--- src/rtl/hamming_pkg.sv ---
// Shared widths and sequencer state encoding for the Hamming(12,8) codec scheduler.
package hamming_pkg;
   localparam int DATA_W = 8;
   localparam int CW_W   = 12;

   typedef enum logic [1:0] {IDLE, ISSUE, WAIT, HOLD} seq_state_t;
endpackage

--- src/rtl/hamming_codec_sched_if.sv ---
// Requester, codec and result handshakes of the codec scheduler, grouped in one bundle.
interface hamming_codec_sched_if
   import hamming_pkg::*;
#(parameter int CNT_W = 16);
   logic              ch0_valid, ch0_ready;
   logic [DATA_W-1:0] ch0_data;
   logic              ch1_valid, ch1_ready;
   logic [DATA_W-1:0] ch1_data;
   logic              enc_wren;
   logic [DATA_W-1:0] enc_data;
   logic [CW_W-1:0]   enc_hc;
   logic              eo_valid, eo_ready, eo_src;
   logic [CW_W-1:0]   eo_hc;
   logic              cw_valid, cw_ready;
   logic [CW_W-1:0]   cw_data;
   logic              dec_rden;
   logic [CW_W-1:0]   dec_hc;
   logic [DATA_W-1:0] dec_q;
   logic              do_valid, do_ready;
   logic [DATA_W-1:0] do_data;
   logic [CNT_W-1:0]  enc_cnt, dec_cnt;

   modport slave (
      input  ch0_valid, ch0_data, ch1_valid, ch1_data, enc_hc, eo_ready,
             cw_valid, cw_data, dec_q, do_ready,
      output ch0_ready, ch1_ready, enc_wren, enc_data, eo_valid, eo_hc, eo_src,
             cw_ready, dec_rden, dec_hc, do_valid, do_data, enc_cnt, dec_cnt
   );

   modport master (
      output ch0_valid, ch0_data, ch1_valid, ch1_data, enc_hc, eo_ready,
             cw_valid, cw_data, dec_q, do_ready,
      input  ch0_ready, ch1_ready, enc_wren, enc_data, eo_valid, eo_hc, eo_src,
             cw_ready, dec_rden, dec_hc, do_valid, do_data, enc_cnt, dec_cnt
   );
endinterface

--- src/rtl/codec_seq.sv ---
// One codec transaction sequencer: accept, strobe, wait LAT cycles, capture, hold until taken.
module codec_seq
   import hamming_pkg::*;
#(
   parameter int LAT   = 1,
   parameter int IN_W  = 8,
   parameter int RES_W = 12,
   parameter int CNT_W = 16
) (
   input  logic             clk,
   input  logic             arst,
   input  logic             acc,
   input  logic [IN_W-1:0]  in_data,
   input  logic [RES_W-1:0] res,
   input  logic             out_ready,
   output logic             idle,
   output logic             strobe,
   output logic [IN_W-1:0]  held,
   output logic             out_valid,
   output logic [RES_W-1:0] out_data,
   output logic [CNT_W-1:0] cnt
);
   localparam int WC_W = (LAT > 1) ? $clog2(LAT) : 1;

   seq_state_t      state;
   logic [WC_W-1:0] wcnt;

   assign idle = (state == IDLE);

   always_ff @(posedge clk or posedge arst) begin
      if (arst) begin
         state     <= IDLE;
         wcnt      <= '0;
         strobe    <= 1'b0;
         held      <= '0;
         out_valid <= 1'b0;
         out_data  <= '0;
         cnt       <= '0;
      end else begin
         strobe <= 1'b0;
         case (state)
            IDLE: if (acc) begin
               held   <= in_data;
               strobe <= 1'b1;
               state  <= ISSUE;
            end
            ISSUE: begin
               wcnt  <= WC_W'(LAT - 1);
               state <= WAIT;
            end
            // the codec result is valid during the last WAIT cycle
            WAIT: if (wcnt == '0) begin
               out_data  <= res;
               out_valid <= 1'b1;
               state     <= HOLD;
            end else begin
               wcnt <= wcnt - 1'b1;
            end
            HOLD: if (out_ready) begin
               out_valid <= 1'b0;
               cnt       <= cnt + 1'b1;
               state     <= IDLE;
            end
            default: state <= IDLE;
         endcase
      end
   end
endmodule

--- src/rtl/hamming_codec_sched.sv ---
// Round-robin arbitration of two byte requesters onto the encoder, plus an independent decode sequencer.
module hamming_codec_sched
   import hamming_pkg::*;
#(
   parameter int ENC_LAT = 1,
   parameter int DEC_LAT = 1,
   parameter int CNT_W   = 16
) (
   input logic                  clk,
   input logic                  arst,
   hamming_codec_sched_if.slave bus
);
   logic            rr_last, g1, any_v, enc_idle, dec_idle;
   logic [DATA_W:0] enc_held;

   // rr_last==1 means ch1 was served last, so ch0 wins the next tie
   assign any_v = bus.ch0_valid | bus.ch1_valid;
   assign g1    = bus.ch1_valid & (~bus.ch0_valid | ~rr_last);

   assign bus.ch0_ready = enc_idle & any_v & ~g1 & ~arst;
   assign bus.ch1_ready = enc_idle & g1 & ~arst;
   assign bus.cw_ready  = dec_idle & ~arst;

   always_ff @(posedge clk or posedge arst) begin
      if (arst)                 rr_last <= 1'b1;
      else if (enc_idle & any_v) rr_last <= g1;
   end

   codec_seq #(.LAT(ENC_LAT), .IN_W(DATA_W+1), .RES_W(CW_W), .CNT_W(CNT_W)) u_enc (
      .clk       (clk),
      .arst      (arst),
      .acc       (enc_idle & any_v),
      .in_data   ({g1, g1 ? bus.ch1_data : bus.ch0_data}),
      .res       (bus.enc_hc),
      .out_ready (bus.eo_ready),
      .idle      (enc_idle),
      .strobe    (bus.enc_wren),
      .held      (enc_held),
      .out_valid (bus.eo_valid),
      .out_data  (bus.eo_hc),
      .cnt       (bus.enc_cnt)
   );

   assign bus.enc_data = enc_held[DATA_W-1:0];
   assign bus.eo_src   = enc_held[DATA_W];

   codec_seq #(.LAT(DEC_LAT), .IN_W(CW_W), .RES_W(DATA_W), .CNT_W(CNT_W)) u_dec (
      .clk       (clk),
      .arst      (arst),
      .acc       (dec_idle & bus.cw_valid),
      .in_data   (bus.cw_data),
      .res       (bus.dec_q),
      .out_ready (bus.do_ready),
      .idle      (dec_idle),
      .strobe    (bus.dec_rden),
      .held      (bus.dec_hc),
      .out_valid (bus.do_valid),
      .out_data  (bus.do_data),
      .cnt       (bus.dec_cnt)
   );
endmodule
--- src/flat_wrapper.sv ---
// flat-port wrapper written by rule: the top's interface ports become plain ports
module hamming_codec_sched_flat import hamming_pkg::*;
#(
   parameter int ENC_LAT = 1,
   parameter int DEC_LAT = 1,
   parameter int CNT_W   = 16
)
  (clk, arst, bus_ch0_valid, bus_ch0_data, bus_ch1_valid, bus_ch1_data, bus_enc_hc, bus_eo_ready, bus_cw_valid, bus_cw_data, bus_dec_q, bus_do_ready, bus_ch0_ready, bus_ch1_ready, bus_enc_wren, bus_enc_data, bus_eo_valid, bus_eo_hc, bus_eo_src, bus_cw_ready, bus_dec_rden, bus_dec_hc, bus_do_valid, bus_do_data, bus_enc_cnt, bus_dec_cnt);
  hamming_codec_sched_if #(.CNT_W(CNT_W)) bus_i ();
  input logic clk;
  input logic arst;
  input wire logic [$bits(bus_i.ch0_valid)-1:0] bus_ch0_valid;
  input wire logic [$bits(bus_i.ch0_data)-1:0] bus_ch0_data;
  input wire logic [$bits(bus_i.ch1_valid)-1:0] bus_ch1_valid;
  input wire logic [$bits(bus_i.ch1_data)-1:0] bus_ch1_data;
  input wire logic [$bits(bus_i.enc_hc)-1:0] bus_enc_hc;
  input wire logic [$bits(bus_i.eo_ready)-1:0] bus_eo_ready;
  input wire logic [$bits(bus_i.cw_valid)-1:0] bus_cw_valid;
  input wire logic [$bits(bus_i.cw_data)-1:0] bus_cw_data;
  input wire logic [$bits(bus_i.dec_q)-1:0] bus_dec_q;
  input wire logic [$bits(bus_i.do_ready)-1:0] bus_do_ready;
  output wire logic [$bits(bus_i.ch0_ready)-1:0] bus_ch0_ready;
  output wire logic [$bits(bus_i.ch1_ready)-1:0] bus_ch1_ready;
  output wire logic [$bits(bus_i.enc_wren)-1:0] bus_enc_wren;
  output wire logic [$bits(bus_i.enc_data)-1:0] bus_enc_data;
  output wire logic [$bits(bus_i.eo_valid)-1:0] bus_eo_valid;
  output wire logic [$bits(bus_i.eo_hc)-1:0] bus_eo_hc;
  output wire logic [$bits(bus_i.eo_src)-1:0] bus_eo_src;
  output wire logic [$bits(bus_i.cw_ready)-1:0] bus_cw_ready;
  output wire logic [$bits(bus_i.dec_rden)-1:0] bus_dec_rden;
  output wire logic [$bits(bus_i.dec_hc)-1:0] bus_dec_hc;
  output wire logic [$bits(bus_i.do_valid)-1:0] bus_do_valid;
  output wire logic [$bits(bus_i.do_data)-1:0] bus_do_data;
  output wire logic [$bits(bus_i.enc_cnt)-1:0] bus_enc_cnt;
  output wire logic [$bits(bus_i.dec_cnt)-1:0] bus_dec_cnt;
  assign bus_i.ch0_valid = bus_ch0_valid;
  assign bus_i.ch0_data = bus_ch0_data;
  assign bus_i.ch1_valid = bus_ch1_valid;
  assign bus_i.ch1_data = bus_ch1_data;
  assign bus_i.enc_hc = bus_enc_hc;
  assign bus_i.eo_ready = bus_eo_ready;
  assign bus_i.cw_valid = bus_cw_valid;
  assign bus_i.cw_data = bus_cw_data;
  assign bus_i.dec_q = bus_dec_q;
  assign bus_i.do_ready = bus_do_ready;
  assign bus_ch0_ready = bus_i.ch0_ready;
  assign bus_ch1_ready = bus_i.ch1_ready;
  assign bus_enc_wren = bus_i.enc_wren;
  assign bus_enc_data = bus_i.enc_data;
  assign bus_eo_valid = bus_i.eo_valid;
  assign bus_eo_hc = bus_i.eo_hc;
  assign bus_eo_src = bus_i.eo_src;
  assign bus_cw_ready = bus_i.cw_ready;
  assign bus_dec_rden = bus_i.dec_rden;
  assign bus_dec_hc = bus_i.dec_hc;
  assign bus_do_valid = bus_i.do_valid;
  assign bus_do_data = bus_i.do_data;
  assign bus_enc_cnt = bus_i.enc_cnt;
  assign bus_dec_cnt = bus_i.dec_cnt;
  hamming_codec_sched #(.ENC_LAT(ENC_LAT), .DEC_LAT(DEC_LAT), .CNT_W(CNT_W)) u_core (.clk(clk), .arst(arst), .bus(bus_i));
endmodule
--- config.mk ---
export PLATFORM = sky130hd
export DESIGN_NAME = hamming_codec_sched_flat
export DESIGN_NICKNAME = d
export VERILOG_FILES = /design/src/rtl/hamming_pkg.sv /design/src/rtl/hamming_codec_sched_if.sv /design/src/rtl/codec_seq.sv /design/src/rtl/hamming_codec_sched.sv /design/src/flat_wrapper.sv
export SDC_FILE = /design/constraint.sdc
export NUM_CORES = 1
export LEC_CHECK = 0
export ABC_AREA = 0
export CAP_MARGIN = 20
export CORE_MARGIN = 8
export CORE_UTILIZATION = 46
export CTS_BUF_LIST = sky130_fd_sc_hd__clkbuf_2
export CTS_CLUSTER_SIZE = 20
export DETAILED_ROUTE_END_ITERATION = 8
export GPL_TIMING_DRIVEN = 0
export PLACE_DENSITY_LB_ADDON = 0.08
export SKIP_CTS_REPAIR_TIMING = 1
export SYNTH_ARGS = -nofsm -noshare
export SYNTH_HDL_FRONTEND = slang
export SYNTH_HIERARCHICAL = 1
export SYNTH_SLANG_ARGS = --single-unit
--- constraint.sdc ---
create_clock -name clk -period 2.5 [get_ports clk]
set_clock_uncertainty 0.2 [all_clocks]
set_input_delay 0.375 -clock clk [delete_from_list [all_inputs] [get_ports clk]]
set_output_delay 0.375 -clock clk [all_outputs]
set_load 0.01 [all_outputs]
# Yosys cells after proc, flatten, opt, wreduce, memory -nomap -nowiden

Index checks and enable logic that the tools add are counted.

Flip-flop bits (word level): 84

$add $sub $neg: 4
Eq/ne operators: 12
Muxes and demuxes: 23
Bitwise gates (word level): 16
Reduce and logical (&&, ||, !) cells: 16

Operator list:

| cell                                           | count |
|---|---|
| adder 16 x 1 -> 16 bit (second input constant) | 2 |
| one-hot mux 2 bit (4 select lines)             | 2 |
| two-way mux 2 bit                              | 6 |
| != test 2 bit (second input constant)          | 6 |
| AND reduction 2 bit                            | 6 |
| AND reduction 3 bit                            | 4 |
| two-way mux 1 bit                              | 10 |
| AND 1 bit                                      | 8 |
| == test 2 bit (second input constant)          | 4 |
| two-way mux 8 bit                              | 1 |
| one-hot mux 1 bit (2 select lines)             | 4 |
| nonzero test 2 bit                             | 4 |
| inverter 1 bit                                 | 6 |
| == test 2 x 1 -> 1 bit (second input constant) | 2 |
| logical NOT 2 bit                              | 2 |
| OR 1 bit                                       | 2 |
| subtractor 1 bit (second input constant)       | 2 |

# Longest topological paths before layout

Gate-level depths: netlist of the first run.

Word-level depth: 6
Mapped depth: 7
Depth with buffers taken out: 7

# Hierarchy

Netlist of the first run, hierarchy kept.

By module, submodules not included:

| module                   | times used | cells an instance | area each (um^2) |
|---|---|---|---|
| codec_seq (u_core.u_enc) | 1          | 124               | 1672.9 |
| codec_seq (u_core.u_dec) | 1          | 126               | 1666.6 |
| hamming_codec_sched      | 1          | 20                | 226.5 |

# Least setup slack after synthesis of the first run

No wires, ideal clock.

Kind: register to register
Start: register u_core.u_dec.state[0]
End: register u_core.u_dec.held[0]
Data arrival time: 1.453 ns
Required time: 2.175 ns
Setup slack: 0.722 ns
Stages on the path, launching flop included: 7
Period minus slack after synthesis: 1.778 ns
Path through: dfrtp_1 > inv_1 > ha_1 > and2_1 > nand2_1 > buf_2 > mux2_2

Cells in the longest elaborated chain, start to end: 3

RTL lines:

| element                         | line                      | source |
|---|---|---|
| from (decl)                     | codec_seq.sv:25           | `seq_state_t state;` |
| from (signal assigned)          | codec_seq.sv:32           | `state <= IDLE;` |
| from (signal assigned)          | codec_seq.sv:45           | `state <= ISSUE;` |
| from (signal assigned)          | codec_seq.sv:49           | `state <= WAIT;` |
| logical NOT 2 bit *             | codec_seq.sv:28           | `assign idle = (state == IDLE);` |
| named net u_core.dec_idle       | hamming_codec_sched.sv:13 | `logic rr_last, g1, any_v, enc_idle, dec_idle;` |
| AND 1 bit                       | hamming_codec_sched.sv:50 | `.acc (dec_idle & bus.cw_valid),` |
| AND reduction 2 bit (no line) * | --                        |  |
| to (signal assigned)            | codec_seq.sv:43           | `held <= in_data;` |
| to (decl)                       | codec_seq.sv:18           | `output logic [IN_W-1:0] held,` |

Mark *: on every way through the listed nets, which the timed path passes. The rest lies on a longest branch.
A chain may end at the register's enable or synchronous reset.

# Worst setup path after layout of the first run

Start: register u_core.rr_last
End: output port bus_ch1_ready

Cells in the longest elaborated chain, start to end: 5

RTL lines:

| element                 | line                      | source |
|---|---|---|
| from (decl)             | hamming_codec_sched.sv:13 |  |
| from (signal assigned)  | hamming_codec_sched.sv:26 | `else if (enc_idle & any_v) rr_last <= g1;` |
| inverter 1 bit          | hamming_codec_sched.sv:18 | `assign g1 = bus.ch1_valid & (~bus.ch0_valid \| ~rr_last);` |
| OR 1 bit                | hamming_codec_sched.sv:18 |  |
| AND 1 bit               | hamming_codec_sched.sv:18 |  |
| named net u_core.g1     | hamming_codec_sched.sv:13 |  |
| AND 1 bit (2 in series) | hamming_codec_sched.sv:21 | `assign bus.ch1_ready = enc_idle & g1 & ~arst;` |
| to (decl)               | flat_wrapper.sv:23        | `output wire logic [$bits(bus_i.ch1_ready)-1:0] bus_ch1_ready;` |

The timed path passes the listed nets, and every way through them passes these cells.

==> impl_metrics.tcl, run 1 <==
set metrics [dict create \
    powerDensity_mw_per_mm2 985 \
    clk_latency_ns 0.49 \
    syn-cell-area_mm2 0.00357 \
    syn_inst 270 \
    layout.nets 479 \
    power_mw 5.11 \
    detail-route-antenna-nets 0 \
    maxSlewViolCount 0 \
    regToRegSetupSlack_ns 0.55 \
    core.rowCount 32 \
    cpPeakStageDelay_ns 0.60 \
    yosysSeqAreaShare 0.576 \
    regToRegEndpoint "u_core/u_dec/cnt[14]" \
    grt_overflow_total 0 \
    p_leak_nw 2.33 \
    synth.area.top_cells "dfrtp_1, mux2_2, xnor2_1" \
    drt_wl_total_um 8040 \
    grt_pass1_wl_um 13300 \
    ff2ff_path_depth 6 \
    grt_start_max_net_pins 42 \
    yosys.cell_types.count 37 \
    peakVddDrop_v 0.000572 \
    synth_ff_type "dfrtp_1" \
    fp.dieW_um 104 \
    crit_type "reg -> out" \
    path_clk_slew_ns 0.21 \
    avgViaCountPerCell 4.88 \
    clock_sinks 82 \
    fin_area_mm2 0.00518 \
    slew_headroom 0.436 \
    ys_warn_count 6 \
    hold_path.class "in -> async" \
    avgSynthCellArea_um2 13.2 \
    initial_core_util 0.469 \
    worst_ep_required_time_ns 1.92 \
    crit_start "u_core/rr_last" \
    timing.fmax_ghz 0.446 \
    dpl.hpwl_um 6150 \
    cp-endpoint "bus_ch1_ready" \
    synth_top_area_frac 0.568 \
    coreArea_mm2 0.00761 \
    drv_cap 0 \
    slowest_stage "dfstp_2" \
    regToRegStartpoint "u_core/u_dec/state[1]" \
    drc 0 \
    fin_crit_ns 2.24 \
    synth_edf_count 0 \
    async_flop_share 1.00 \
    worst_pin_slew_ns 0.845 \
    grt_pass1_vias 2754 \
    ys_ff_latch 82 \
    yosys.area.top_type "dfrtp_1" \
    postLayoutCoreUtil 0.681 \
    grtUsageTotal 0.150 \
    drive_above_1_share 0.209 \
    cts-buffers-inserted 9 \
    setup_viol 0 \
    syn_to_final_growth_pct 45.3 \
    cts_htree_levels 3 \
    nFillCells 600 \
    period_share 0.897 \
    cp_max_fo 10 \
    cts_tree "done" \
    n_antenna_cell 0 \
    status "finished, final reports clean" \
    globalplace.congestion 0.756 \
    drt-initial-drc-count 37 \
    die_area_mm2 0.0108 \
    wire_per_inst_um 15.4 \
    syn-num-nets 333 \
    placement.io_buffers 134 \
    first_pass_iters 4 \
    worstSetupEndpointType "output pin" \
    clk_path_buf_depth 2 \
    cp_data_arrival_time_ns 1.67 \
    ios 135 \
    vias 2553 \
    clock-root-buffer "clkbuf_2" \
    crit_chain "a21boi_2 -> buf_6 -> and3_2 -> dlymetal6s2s_1" \
    finalHoldViolations 0 \
    grt_setup_unrepaired "false" \
    dieHeight_um 104 \
    placed_area_mm2 0.00503 \
    antenna_found_initial 0 \
    cp-start-kind "flip-flop" \
]
[worst min path at each step]
stage	startpoint	to	depth (start not counted)	slack (ns)
global route	arst	u_core/rr_last	2	0.08
detailed placement	u_core/u_dec/cnt[15]	u_core/u_dec/cnt[15]	1	0.27
global placement	u_core/u_enc/cnt[15]	u_core/u_enc/cnt[15]	1	0.26
finish	arst	u_core/rr_last	2	0.12
floorplan	arst	u_core/rr_last	1	0.09
CTS	arst	u_core/rr_last	2	0.05
[final cells by class]
class / count / area (um2) / share of cell area
multi-input combinational: 167 / 1440 / 0.278
timing repair buffer: 135 / 1360 / 0.262
buffer: 4 / 25.0 / 0.00483
tap: 102 / 128 / 0.0246
clock inverter: 6 / 66.3 / 0.0128
clock buffer: 10 / 50.0 / 0.00966
inverter: 17 / 63.8 / 0.0123
sequential: 82 / 2050 / 0.396
[sequential cells by signal, summed over array words and instances (netlist names)]
signal	count
u_core/u_dec/out_valid	1
u_core/u_enc/strobe	1
u_core/u_dec/out_data	8
u_core/u_dec/strobe	1
u_core/u_enc/out_data	12
u_core/u_enc/cnt	16
u_core/rr_last	1
u_core/u_enc/out_valid	1
u_core/u_dec/cnt	16
u_core/u_enc/state	2
u_core/u_dec/state	2
u_core/u_dec/held	12
u_core/u_enc/held	9
[per-stage QoR]
stage	cells	setup TNS (ns)	worst slack [ns]	hold WS, ns
floorplan	270	0	0.722	0.0894
global placement	506	-0.721	-0.0681	0.260
detailed placement	506	-0.0653	-0.0653	0.269
CTS	522	-0.596	-0.241	0.0504
global route	523	0	0.132	0.0806
finish	523	0	0.258	0.117
[cell usage after synthesis, drive strengths merged, types with 2 or more instances]
cell    n
nand3  12
dfrtp  81
inv    17
ha      8
xnor2  18
nor2   14
a21oi   3
and3    5
nand4   6
buf     3
or2     2
mux2   51
nand2  15
o22ai   2
and4    2
nor3    2
and2    2
o32a    2
nor2b   2
o21ai   2
xor2   12
[report_power, final]
part           leakage (nW)  switching [mW]  internal, mW  total [mW]
registers              1.02           0.293          1.80        2.10
clock network        0.0646           0.449         0.236       0.685
logic                  1.25           0.901          1.42        2.33
[kinds of logic (layout without fill, tap and decap cells)]
group / after synthesis / count (layout) / synth area share
AND/OR/NAND/NOR: 65 / 65 / 0.102
buffers and inverters: 21 / 172 / 0.0249
flip-flops: 82 / 82 / 0.576
adder cells (fa/ha/maj): 8 / 8 / 0.0281
XOR/XNOR: 30 / 30 / 0.0737
multiplexers: 51 / 51 / 0.169
AO/OA/AOI/OAI: 13 / 13 / 0.0263
[per-layer routing]
layer,vias to the layer above,track usage,share of wire
met1,1265,0.167,0.40
met2,68,0.257,0.51
met5,-,0,0
met4,0,0.0589,0.011
li1,1211,-,-
met3,9,0.0533,0.073
[cell usage in the layout, fill, tap and decap left out, types with 2 or more instances in the layout]
master           instances
xnor2_1                 18
nand4_2                  2
inv_2                    2
nand2_1                 15
o32a_1                   2
nor2_1                  14
buf_2                    2
inv_1                   15
or2_4                    2
nor2b_1                  2
mux2_4                   8
ha_1                     6
dfrtp_1                 81
clkbuf_2                10
dlymetal6s2s_1           3
mux2_2                  43
o22ai_1                  2
a21oi_1                  3
clkinvlp_4               3
o21ai_0                  2
clkdlybuf4s50_1        131
xor2_1                  12
and3_1                   4
nand4_1                  4
nand3_1                 12
[critical path: cells and delay by family, from the launching register on]
kind | cells | cell delay (ns)
flip-flops | 1 | 0.60
buffers and inverters | 2 | 0.32
AND/OR/NAND/NOR | 1 | 0.20
AO/OA/AOI/OAI | 1 | 0.06
Note: power is estimated with default switching activity, not from simulation.
==> run 2: changes to the inputs <==
--- a/config.mk
+++ b/config.mk
@@ -13,6 +13,7 @@
 export CTS_CLUSTER_SIZE = 20
 export DETAILED_ROUTE_END_ITERATION = 8
 export GPL_TIMING_DRIVEN = 0
+export HOLD_SLACK_MARGIN = 0.02
 export PLACE_DENSITY_LB_ADDON = 0.08
 export SKIP_CTS_REPAIR_TIMING = 1
 export SYNTH_ARGS = -nofsm -noshare
==> results of run 2 <==
Final layout, timing and power as in run 1 (identical DEF).
